==> config.mk <==
export PLATFORM = sky130hd
export DESIGN_NAME = dmem_arbiter
export DESIGN_NICKNAME = d
export VERILOG_FILES = /design/src/rtl/dmem_arb_pkg.sv /design/src/rtl/dmem_arb_pick.sv /design/src/rtl/dmem_arbiter.sv
export SDC_FILE = /design/constraint.sdc
export NUM_CORES = 1
export LEC_CHECK = 0
export CAP_MARGIN = 20
export CORE_UTILIZATION = 37
export DETAILED_ROUTE_END_ITERATION = 10
export PLACE_DENSITY = 0.84
export RECOVER_POWER = 100
export SLEW_MARGIN = 10
export SYNTH_ARGS = -nofsm -noshare
export SYNTH_HDL_FRONTEND = slang
export SYNTH_HIERARCHICAL = 1
export SYNTH_SLANG_ARGS = --single-unit
==> constraint.sdc <==
create_clock -name clk -period 4.2 [get_ports clk]
set_input_delay 0.63 -clock clk [delete_from_list [all_inputs] [get_ports clk]]
set_output_delay 0.63 -clock clk [all_outputs]
set_load 0.03 [all_outputs]
==> src/rtl/dmem_arb_pkg.sv <==
// rtl/dmem_arb_pkg.sv - shared state encoding, access-mode flags and port-select constants for dmem_arbiter
package dmem_arb_pkg;

    typedef enum logic [1:0] {
        S_IDLE  = 2'd0,
        S_ISSUE = 2'd1,
        S_RESP  = 2'd2
    } state_t;

    localparam logic [3:0] MODE_W = 4'b1000;
    localparam logic [3:0] MODE_H = 4'b0100;
    localparam logic [3:0] MODE_B = 4'b0010;
    localparam logic [3:0] MODE_Z = 4'b0001;

    localparam logic SEL_CPU = 1'b0;
    localparam logic SEL_DMA = 1'b1;

endpackage

==> src/rtl/dmem_arb_pick.sv <==
// rtl/dmem_arb_pick.sv - winner selection (fixed priority with starvation guard, or round-robin under DMEM_ARB_RR_EN)
module dmem_arb_pick
    import dmem_arb_pkg::*;
#(
    parameter int STARVE_LIMIT = 4
) (
    input  logic clk,
    input  logic rst,
    input  logic c_req,
    input  logic d_req,
    input  logic grant,
    output logic win
);

`ifdef DMEM_ARB_RR_EN

    logic rr_last;

    // On a tie the port that did not win last time goes; a lone request always wins.
    always_comb begin
        win = SEL_CPU;
        if (c_req && d_req) begin
            win = ~rr_last;
        end else if (d_req) begin
            win = SEL_DMA;
        end
    end

    // Remember the most recent grant; starts as DMA so the CPU wins the first tie.
    always_ff @(posedge clk or posedge rst) begin
        if (rst) begin
            rr_last <= SEL_DMA;
        end else if (grant) begin
            rr_last <= win;
        end
    end

`else

    localparam int CW = $clog2(STARVE_LIMIT + 1);
    localparam logic [CW-1:0] LIMIT = CW'(STARVE_LIMIT);

    logic [CW-1:0] starve_cnt;

    // CPU wins ties until DMA has lost LIMIT arbitrations in a row.
    always_comb begin
        win = SEL_CPU;
        if (d_req && (!c_req || starve_cnt == LIMIT)) begin
            win = SEL_DMA;
        end
    end

    // Count DMA losses (saturating) and clear once DMA is granted.
    always_ff @(posedge clk or posedge rst) begin
        if (rst) begin
            starve_cnt <= '0;
        end else if (grant) begin
            if (win == SEL_DMA) begin
                starve_cnt <= '0;
            end else if (d_req && starve_cnt != LIMIT) begin
                starve_cnt <= starve_cnt + 1'b1;
            end
        end
    end

`endif

endmodule

==> src/rtl/dmem_arbiter.sv <==
// rtl/dmem_arbiter.sv - CPU/DMA data-memory arbiter and sequencer; DMEM_ARB_RR_EN selects round-robin arbitration
module dmem_arbiter
    import dmem_arb_pkg::*;
#(
    parameter int AW           = 32,
    parameter int DW           = 32,
    parameter int STARVE_LIMIT = 4
) (
    input  logic          clk,
    input  logic          rst,
    input  logic          c_req,
    input  logic          c_we,
    input  logic [3:0]    c_mode,
    input  logic [AW-1:0] c_addr,
    input  logic [DW-1:0] c_wdata,
    output logic          c_ack,
    output logic [DW-1:0] c_rdata,
    output logic          c_err,
    output logic          c_stall,
    input  logic          d_req,
    input  logic          d_we,
    input  logic [3:0]    d_mode,
    input  logic [AW-1:0] d_addr,
    input  logic [DW-1:0] d_wdata,
    output logic          d_ack,
    output logic [DW-1:0] d_rdata,
    output logic          d_err,
    output logic          m_ena,
    output logic          m_wena,
    output logic [3:0]    m_mode,
    output logic [AW-1:0] m_addr,
    output logic [DW-1:0] m_wdata,
    input  logic [DW-1:0] m_rdata,
    input  logic          m_err
);

    state_t        state, state_nxt;
    logic          grant, win;
    logic          lat_sel, lat_we, err_lat;
    logic [3:0]    lat_mode;
    logic [AW-1:0] lat_addr;
    logic [DW-1:0] lat_wdata;
    logic [DW-1:0] c_rdata_q, d_rdata_q;
    logic          c_err_q, d_err_q;

    assign grant   = (state == S_IDLE) && (c_req || d_req);
    assign c_stall = c_req & ~c_ack;

    dmem_arb_pick #(
        .STARVE_LIMIT(STARVE_LIMIT)
    ) u_pick (
        .clk   (clk),
        .rst   (rst),
        .c_req (c_req),
        .d_req (d_req),
        .grant (grant),
        .win   (win)
    );

    // State register.
    always_ff @(posedge clk or posedge rst) begin
        if (rst) begin
            state <= S_IDLE;
        end else begin
            state <= state_nxt;
        end
    end

    // Next state: one access per grant, always IDLE -> ISSUE -> RESP -> IDLE.
    always_comb begin
        state_nxt = state;
        case (state)
            S_IDLE:  if (grant) state_nxt = S_ISSUE;
            S_ISSUE: state_nxt = S_RESP;
            S_RESP:  state_nxt = S_IDLE;
            default: state_nxt = S_IDLE;
        endcase
    end

    // Capture the winner's request on grant and the memory error while issuing.
    always_ff @(posedge clk or posedge rst) begin
        if (rst) begin
            lat_sel   <= SEL_CPU;
            lat_we    <= 1'b0;
            lat_mode  <= '0;
            lat_addr  <= '0;
            lat_wdata <= '0;
            err_lat   <= 1'b0;
        end else begin
            if (grant) begin
                lat_sel   <= win;
                lat_we    <= (win == SEL_DMA) ? d_we    : c_we;
                lat_mode  <= (win == SEL_DMA) ? d_mode  : c_mode;
                lat_addr  <= (win == SEL_DMA) ? d_addr  : c_addr;
                lat_wdata <= (win == SEL_DMA) ? d_wdata : c_wdata;
            end
            if (state == S_ISSUE) begin
                err_lat <= m_err;
            end
        end
    end

    // Hold each port's last read data and error once its response cycle ends.
    always_ff @(posedge clk or posedge rst) begin
        if (rst) begin
            c_rdata_q <= '0;
            c_err_q   <= 1'b0;
            d_rdata_q <= '0;
            d_err_q   <= 1'b0;
        end else if (state == S_RESP) begin
            if (lat_sel == SEL_CPU) begin
                c_rdata_q <= m_rdata;
                c_err_q   <= err_lat;
            end else begin
                d_rdata_q <= m_rdata;
                d_err_q   <= err_lat;
            end
        end
    end

    // Outputs: memory strobes only in ISSUE; ack and fresh data to the selected port in RESP.
    always_comb begin
        m_ena   = 1'b0;
        m_wena  = 1'b0;
        m_wdata = '0;
        m_addr  = lat_addr;
        m_mode  = lat_mode;
        c_ack   = 1'b0;
        d_ack   = 1'b0;
        c_rdata = c_rdata_q;
        c_err   = c_err_q;
        d_rdata = d_rdata_q;
        d_err   = d_err_q;
        case (state)
            S_ISSUE: begin
                m_ena   = 1'b1;
                m_wena  = lat_we;
                m_wdata = lat_wdata;
            end
            S_RESP: begin
                if (lat_sel == SEL_CPU) begin
                    c_ack   = 1'b1;
                    c_rdata = m_rdata;
                    c_err   = err_lat;
                end else begin
                    d_ack   = 1'b1;
                    d_rdata = m_rdata;
                    d_err   = err_lat;
                end
            end
            default: ;
        endcase
    end

endmodule

==> metrics <==
Fmax=0.295 GHz; Sink Count=142; Crit Path Class=primary input to register; post-layout minimum cycle time=3.39 ns; gr ovfl total=0; worst r2r src=state[0]; failing checks=capacitance limit, slew limit; clk_lat worst skew=0.41 ns; combinational cell fraction of total power=52.7%; average size of a mapped cell=14.8 sq um; first-pass GRT wire length=28.3 mm; Root Driver=clkbuf_16; IO Pins=314; RSZ-0062 raised after global routing=false; Port Buffers=313; fin crit share=80.7%; Setup-failing EPs final=0; DPL Wire Length=13.1 mm; type of the worst min-delay path=register to register; net switching power figure=3280 uW; LEAKAGE=0.00431 uW; post-layout net count=928; Residual DRC=0; mapped cell area=6390 sq um; setup TNS=0 ns; largest net degree at the start of global routing=73; max_slew headroom=-22.1%; post-synthesis sequential area ratio=55.6%; CTS-repair resized insts=0; Layout Utilization=61.8%; area of the multi-input gates=2690 sq um; Antenna Cells=0; Placeable Area=16,700 sq um; synthesized flop and latch total=142; Critical Path RT=4.47 ns; Fillers=1,265; WL final=17.7 mm; Hold-fix buffers, CTS=0; Routed Antenna Nets=0; final hold violations=0; antenna violations before repair=1; post-synthesis cell count=433; WP data arrival=3.65 ns; Worst Min Path Start=c_rdata_q[3]; GR Util All Layers=20.8%; DR iter-0 viols=135; via count=4,744; register area=3550 sq um; internal power=4860 uW; Slew Viols, Final=107; PwrDens=789 nW/um^2; Die W=133 microns; CP endpoint kind=register; Initial Utilization=38.3%; Worst Hold End=c_rdata_q[3]; buffer count from post-CTS setup fixing=0; Max IR drop VDD=0.000606 V; clock skew=0.00950 ns; clock network power share=18.6%; CTS Buf Count=17; Syn Nets=610; DR WL/cell=18.0 microns; hold path cells=1; Die Area=17,800 sq um; 1st-pass router iterations=4; Reg2Reg Depth=5; Clock Path Buffers=2; Startpoint Class=primary input; synth warn=6; status=complete, but fails checks; R2R Setup Slk=1.27 ns; count of different cell masters after synthesis=23; Site Rows=47; vias in the first global route=5,489; GPL Wtd Cong=0.832; area delta synth->final=61.6%; Die Height=133 microns; htree depth=4; Worst-path clk slew=0.06 ns; Vias/cell=4.83; share of power burned in registers=28.7%; switch share=40.3%; Max Cap Viol=2; r2r endpoint=u_pick/starve_cnt[2]; layout cells sized above 1=26.9%; TritonCTS clock tree=done; largest fanout on the critical path=72; worst-margin pin slew=1.83 ns
-- critical path, stage by stage --
cell and delay, ns:
dlygate4sd3_1 0.63, nor2_1 0.13, nor3_4 0.15, clkbuf_2 1.35
nand2_1 0.34, o21ai_0 0.26, o21ai_0 0.14
-- metrics by stage --
stage / worst slack (ns) / total power, uW / area, sq um / cells / hold WS, ns
finish: 0.812 / 8150 / 10300 / 983 / 0.485
global route: 0.547 / 8570 / 10300 / 983 / 0.503
CTS: 0.926 / 8610 / 10400 / 982 / 0.464
detailed placement: 0.992 / 7050 / 9780 / 951 / 0.482
global placement: 1.10 / 6910 / 9780 / 951 / 0.472
floorplan: 1.83 / 5140 / 6390 / 433 / 0.384
-- state kept, by name (all words and copies together) (netlist names) --
register,count
c_err_q,1
c_rdata_q,32
d_err_q,1
d_rdata_q,32
err_lat,1
lat_sel,1
lat_wdata,32
lat_we,1
m_addr,32
m_mode,4
state,2
u_pick/starve_cnt,3
-- routing by layer --
metal  wire, microns  global-route usage, %
met4             599                   9.47
met1            6150                   20.7
met2            9410                   38.7
met3            1530                   7.27
met5               0                      0
-- power groups by stage --
stage | Clock [uW] | Combinational (uW) | Sequential (uW)
global route | 1620 | 4540 | 2420
finish | 1510 | 4300 | 2340
floorplan | 0 | 2490 | 2650
CTS | 1550 | 4690 | 2360
detailed placement | 0 | 4660 | 2380
global placement | 0 | 4580 | 2330
-- logic make-up (layout without fill, tap and decap cells) --
| group | count (synthesis) | after routing | synth area share [%] |
|---|---|---|---|
| buffers and inverters | 29 | 359 | 2.29 |
| flip-flops | 142 | 142 | 55.6 |
| adder cells (fa/ha/maj) | 2 | 2 | 0.392 |
| AO/OA/AOI/OAI | 5 | 5 | 0.548 |
| AND/OR/NAND/NOR | 49 | 49 | 4.86 |
| multiplexers | 206 | 206 | 36.3 |
-- Yosys cell counts --
master	instances	area, sq um
mux2_2	203	2290
dfrtp_1	142	3550
and2_1	33	206
buf_2	12	60.1
clkbuf_1	9	33.8
inv_1	5	18.8
nand2_1	4	15.0
nor2b_1	4	25.0
buf_6	3	33.8
mux2_1	3	33.8
ha_1	2	25.0
o21ai_1	2	10.0
a21boi_2	1	11.3
nand3_1	1	5.00
nand3b_1	1	7.51
nand4_1	1	6.26
nor2_1	1	3.75
nor3_1	1	5.00
nor3_2	1	10.0
nor3b_1	1	7.51
nor3b_4	1	18.8
o21ai_0	1	5.00
o21ai_2	1	8.76
-- worst max-delay path by stage --
stage	startpoint	end	slack, ns	cells past startpoint
after floorplan	rst	c_err_q	1.83	1
after global placement	c_req	m_mode[0]	1.10	6
after global routing	c_req	u_pick/starve_cnt[2]	0.55	7
final	c_req	u_pick/starve_cnt[2]	0.81	7
after CTS	state[1]	c_err	0.93	4
after detailed placement	c_req	m_addr[28]	0.99	6
-- area by class of cell --
class | instances | share of cell area [%]
flip-flops and latches | 142 | 34.4
clock inverters | 14 | 1.64
repair buffers | 323 | 30.9
well taps | 220 | 2.67
clock buffers | 17 | 4.12
multi-input cells | 262 | 26.1
inverters | 5 | 0.194
-- placed cells by master, fill, tap and decap left out, drive strengths merged --
master	synthesis	final
nor3b	2	2
bufinv	0	3
clkinv	0	7
dlygate4sd3	0	141
clkinvlp	0	3
clkbuf	9	21
and2	33	33
o21ai	4	4
nor2b	4	4
clkdlybuf4s50	0	172
buf	15	6
mux2	206	206
ha	2	2
nand2	4	4
nor3	2	2
nand3	1	1
nor2	1	1
nand4	1	1
dfrtp	142	142
a21boi	1	1
inv	5	6
nand3b	1	1
Power figures use the tool's default switching activity.
